==> config.mk <==
export PLATFORM = sky130hd
export DESIGN_NAME = desplazador_serial
export DESIGN_NICKNAME = d
export VERILOG_FILES = /design/src/rtl/desplazador_serial.sv
export SDC_FILE = /design/constraint.sdc
export NUM_CORES = 1
export LEC_CHECK = 0
export CORE_ASPECT_RATIO = 1.75
export CORE_MARGIN = 2
export CORE_UTILIZATION = 44
export DETAILED_ROUTE_END_ITERATION = 8
export PLACE_DENSITY = 0.66
export SLEW_MARGIN = 20
export SYNTH_ARGS = -nofsm -noshare
export SYNTH_HDL_FRONTEND = slang
export SYNTH_SLANG_ARGS = --single-unit
==> constraint.sdc <==
create_clock -name Reloj -period 1.7 [get_ports Reloj]
set_clock_uncertainty 0.2 [all_clocks]
set_input_delay 0.425 -clock Reloj [delete_from_list [all_inputs] [get_ports Reloj]]
set_output_delay 0.425 -clock Reloj [all_outputs]
set_load 0.1 [all_outputs]
==> src/rtl/desplazador_serial.sv <==
// rtl/desplazador_serial.sv - sequential rotate/shift unit, one bit position per clock
// Operand, amount and mode are captured on accept; Resultado only changes on completion.
module desplazador_serial #(
  parameter int ANCHO     = 8,
  parameter int ANCHO_CNT = $clog2(ANCHO)
) (
  input  logic                 Reloj,
  input  logic                 Reset_n,
  input  logic                 Inicio,
  input  logic [ANCHO-1:0]     Palabra,
  input  logic [ANCHO_CNT-1:0] Cantidad,
  input  logic [1:0]           Modo,
  output logic                 Listo,
  output logic [ANCHO-1:0]     Resultado,
  output logic                 Valido
);

  if (ANCHO < 4 || ANCHO > 64 || (ANCHO & (ANCHO - 1)) != 0) begin : g_bad_ancho
    $error("desplazador_serial: ANCHO must be a power of two in 4..64");
  end

  typedef enum logic [1:0] {
    REPOSO   = 2'd0,
    DESPLAZA = 2'd1,
    FIN      = 2'd2
  } estado_t;

  estado_t                state_q, state_d;
  logic [ANCHO-1:0]       word_q, word_d;
  logic [ANCHO-1:0]       result_q, result_d;
  logic [ANCHO_CNT-1:0]   cnt_q, cnt_d;
  logic [1:0]             modo_q, modo_d;
  logic                   valido_q, valido_d;
  logic [ANCHO-1:0]       step;

  // Single-bit move selected by the captured mode
  always_comb begin
    step = word_q;
    case (modo_q)
      2'b00:   step = {word_q[ANCHO-2:0], word_q[ANCHO-1]};
      2'b01:   step = {word_q[0], word_q[ANCHO-1:1]};
      2'b10:   step = {1'b0, word_q[ANCHO-1:1]};
      default: step = {word_q[ANCHO-1], word_q[ANCHO-1:1]};
    endcase
  end

  always_ff @(posedge Reloj or negedge Reset_n) begin
    if (!Reset_n) begin
      state_q  <= REPOSO;
      word_q   <= '0;
      result_q <= '0;
      cnt_q    <= '0;
      modo_q   <= 2'b00;
      valido_q <= 1'b0;
    end else begin
      state_q  <= state_d;
      word_q   <= word_d;
      result_q <= result_d;
      cnt_q    <= cnt_d;
      modo_q   <= modo_d;
      valido_q <= valido_d;
    end
  end

  always_comb begin
    state_d  = state_q;
    word_d   = word_q;
    result_d = result_q;
    cnt_d    = cnt_q;
    modo_d   = modo_q;
    valido_d = 1'b0;
    case (state_q)
      REPOSO: begin
        if (Inicio) begin
          word_d  = Palabra;
          cnt_d   = Cantidad;
          modo_d  = Modo;
          state_d = DESPLAZA;
        end
      end
      DESPLAZA: begin
        if (cnt_q == '0) begin
          result_d = word_q;
          valido_d = 1'b1;
          state_d  = FIN;
        end else begin
          word_d = step;
          cnt_d  = cnt_q - ANCHO_CNT'(1);
        end
      end
      FIN: begin
        state_d = REPOSO;
      end
      default: begin
        state_d = REPOSO;
      end
    endcase
  end

  always_comb begin
    Listo     = (state_q == REPOSO);
    Valido    = valido_q;
    Resultado = result_q;
  end

endmodule

# Word-level counts from Yosys, hierarchy flattened
# Index checks and enable logic that the tools add are counted.
# classes
n_reduce_logical	9
mux	12
n_addsub	1
eq_ne	7
# op_table
op	count
case mux 8 bit (3 select lines)	1
two-way mux 8 bit	2
case mux 8 bit (2 select lines)	1
two-way mux 3 bit	2
!= test 2 bit (second input constant)	3
case mux 3 bit (2 select lines)	1
AND reduction 2 bit	3
== test 2 x 1 -> 1 bit (second input constant)	2
zero test 2 bit	2
two-way mux 2 bit	2
!= test 4 x 1 -> 1 bit (second input constant)	1
case mux 2 bit (2 select lines)	1
AND reduction 4 bit	1
zero test 3 bit	1
AND reduction 3 bit	1
subtractor 3 x 1 -> 3 bit (second input constant)	1
== test 2 bit (second input constant)	1
two-way mux 1 bit	2
nonzero test 2 bit	1
# word_totals
wordCells	36
out_inout_bits	10
input_bits	16
regBits	24

# Depth between registers and ports, before layout
# logic_depth
ltp_word	4
mapped_depth	6
mapped_depth_nobuf	5

# Least setup slack after synthesis
# OpenSTA, ideal clock, no wires.
# synth_path
path_type	register to output
start	register state_q[0]
end	output port Listo
t_required_ps	1075
slack_ps	-727
n_path_buf	1
t_arrival_ps	1802
path_stages_with_launch	3
path_cell_list	dfrtp_1 > buf_6 > nor2_1
# synth_via
elab_chain_cells	1
# synth_lines
element	line_no	rtl
start, declared	28	estado_t state_q, state_d;
start signal, assigned	56	state_q <= state_d;
zero test 2 bit	101	Listo = (state_q == REPOSO);
end, declared	13	output logic Listo,
# No other way between the ends.

# Worst setup path in the final report
# layout_path
start	register state_q[1]
end	output port Listo
# The elaborated chain is that of the path after synthesis.

==> run metrics <==
status=complete, but fails checks; failing checks=setup timing; Cell Area, Synth=0.001284 mm²; Post-Syn Nets=128; min cycle time layout=1.727 ns; CTS Root Cell=clkbuf_8; most instantiated library cell after synthesis=dfrtp_1; Slew HR=0.7261; Slew @ Worst Pin=0.4094 ns; CTS tree=built; DRC=0; most area-consuming cells after synthesis=dfrtp_1, mux2_4, a211oi_1, o21a_1, o31ai_1; Multi-input gate area=690.7 µm²; Fillers=220; grt ovf=0; area taken by flip-flops and latches=600.6 µm²; critical path fanouts, max=3; ys flop type=dfrtp_1; Max-Cap Viols=0; TritonRoute pass-1 iters=4; post-route ant nets=0; Yosys reg bits=24; Hold Path Class=in2async; Hold Violations, Final=0; GR peak layer=met2; initial antenna violation count=0; Critical-path top delay cell=dfrtp_1; met1 usage=0.2380; CTS HTree Levels=1; Max clock buf depth=2; die width=44.83 µm; wire length per cell=17.82 µm; Max Freq=579.1 MHz; CP startpoint=state_q[1]; via count=1083; RSZ-0062 raised after global routing=true; Core Area=0.002863 mm²; # IOs=26; Tot GR Track Use=0.2041; IO buf count=25; met3 Use GR=0.02607; async set-reset flop share out of synthesis=1.000; Post-CTS Hold Buffers=0; chip height=75.46 µm; reg-to-reg startpoint=state_q[1]; mean post-synth cell area=11.67 µm²; Core Rows=26; Worst EP required=1.07 ns; Syn. warnings=0; distinct cell type count after synthesis=29; Cell Chain, Critical Path=buf_6, nor2_4, buf_12; WL final=3190 µm; Antenna Cells=0; largest net degree at the start of global routing=25; GP Congestion=0.7504; WS Path Type=reg2out; area delta synth->final=49.22%; Place WS=-0.2554 ns; worst stage delay on the critical path=0.40 ns; total CTS buffers=3; sequential cell area fraction in the yosys report=0.4678; Startpoint Class=flip-flop; DP Wirelength=2208 µm; top post-synthesis cells by count=dfrtp_1, mux2_4, nor2_1, o21ai_0, a211oi_1; GR Util met2=0.3688; clk_lat worst skew=0.27 ns; final slew viol count=0; DR iter-0 viols=39; post-synth top area cell=dfrtp_1; Setup Viol. Count Final=2; number of synthesized flops with an enable pin=0; Worst Setup Slack, final=-0.02675 ns; Tcrit/Tclk final=1.016; clock sinks=24; Synth top area share=0.4678; clock-pin slew on the worst setup and hold paths=0.09 ns; global-route wire length before repair=5175 µm; number of global-route vias before repair=1115; routed vias/inst=6.050; Crit. End Element=output port; Worst EP arrival=1.10 ns; die area=0.003383 mm²; # nets final=170; Synth Instances=110; layout cells sized above 1=0.4040; Initial Util=0.4484
flip-flops by register name, indices dropped and copies added, names as in the netlist:
signal,flops
Resultado,8
word_q,8
cnt_q,3
Valido,1
state_q,2
modo_q,2
through the flow:
stage / std cells / utilization / TNS (ns) / hold slack [ns] / instance area, µm²
2_1_floorplan: 110 / - / 0 / -0.07059 / 1291
3_3_place_gp: 168 / 0.5997 / -1.753 / 0.3155 / 1717
3_5_place_dp: 168 / 0.5997 / -2.423 / 0.3125 / 1717
4_1_cts: 176 / 0.6455 / -0.02461 / 0.3209 / 1848
5_1_grt: 179 / 0.6691 / -0.1204 / 0.3490 / 1916
6_report: 179 / 0.6691 / -0.03730 / 0.3067 / 1916
cell type report:
class                      instances  area share
multi-input combinational         76      0.3605
sequential                        24      0.3135
tap                               28     0.01829
clock buffer                       3     0.02155
clock inverter                     1     0.01568
timing repair buffer              44      0.2645
inverter                           3    0.005879
layer usage:
layer  wire length (µm)  vias up
met5                  0        -
li1                   -      490
met3                138       13
met2               1807       46
met4                 91        0
met1               1153      534
kinds of logic after synthesis:
| family | Yosys count | share of synthesized area |
|---|---|---|
| adders and majority gates | 2 | 0.01949 |
| AOI/OAI and AO/OA | 40 | 0.2164 |
| muxes | 13 | 0.1394 |
| buffers and inverters | 10 | 0.04776 |
| and+or+nand+nor | 21 | 0.1092 |
| DFF | 24 | 0.4678 |
cell usage in the layout, fill, tap and decap left out, types with 2 or more instances in the layout:
cell / count
nor3b_1: 3
o31ai_2: 3
buf_6: 3
dfrtp_1: 24
o31ai_1: 4
buf_12: 10
nor3b_4: 2
clkbuf_8: 3
a21oi_1: 2
mux2_4: 9
nor2_1: 8
mux2_2: 3
inv_2: 2
o21a_1: 7
buf_4: 16
o211ai_1: 3
clkdlybuf4s50_1: 14
o21ai_0: 8
a211oi_1: 7
worst max-delay path: cells and delay by family, from the launching register on:
family        cells  cell delay (ns)
simple gates      1             0.11
flops             1             0.40
buf+inv           2             0.32
final timing paths:
path                           endpoint  slack [ns]  depth (start not counted)
max                               Listo       -0.03                          3
min                        Resultado[3]        0.31                          2
max reg2reg                   word_q[7]       -0.01                          5
min reg2reg                    cnt_q[1]        0.38                          2
max in group asynchronous        Valido        0.75                          2
min in group Reloj             cnt_q[1]        0.38                          2
what timing repair did:
action                                  CTS  global route
resized for setup                         6            13
pin swaps                                 1             2
endpoints found under the setup margin   10            20
buffers inserted                          4             3
Power is not shown: default switching activity piles up to over one toggle a cycle in this logic, so the estimate is an artifact.
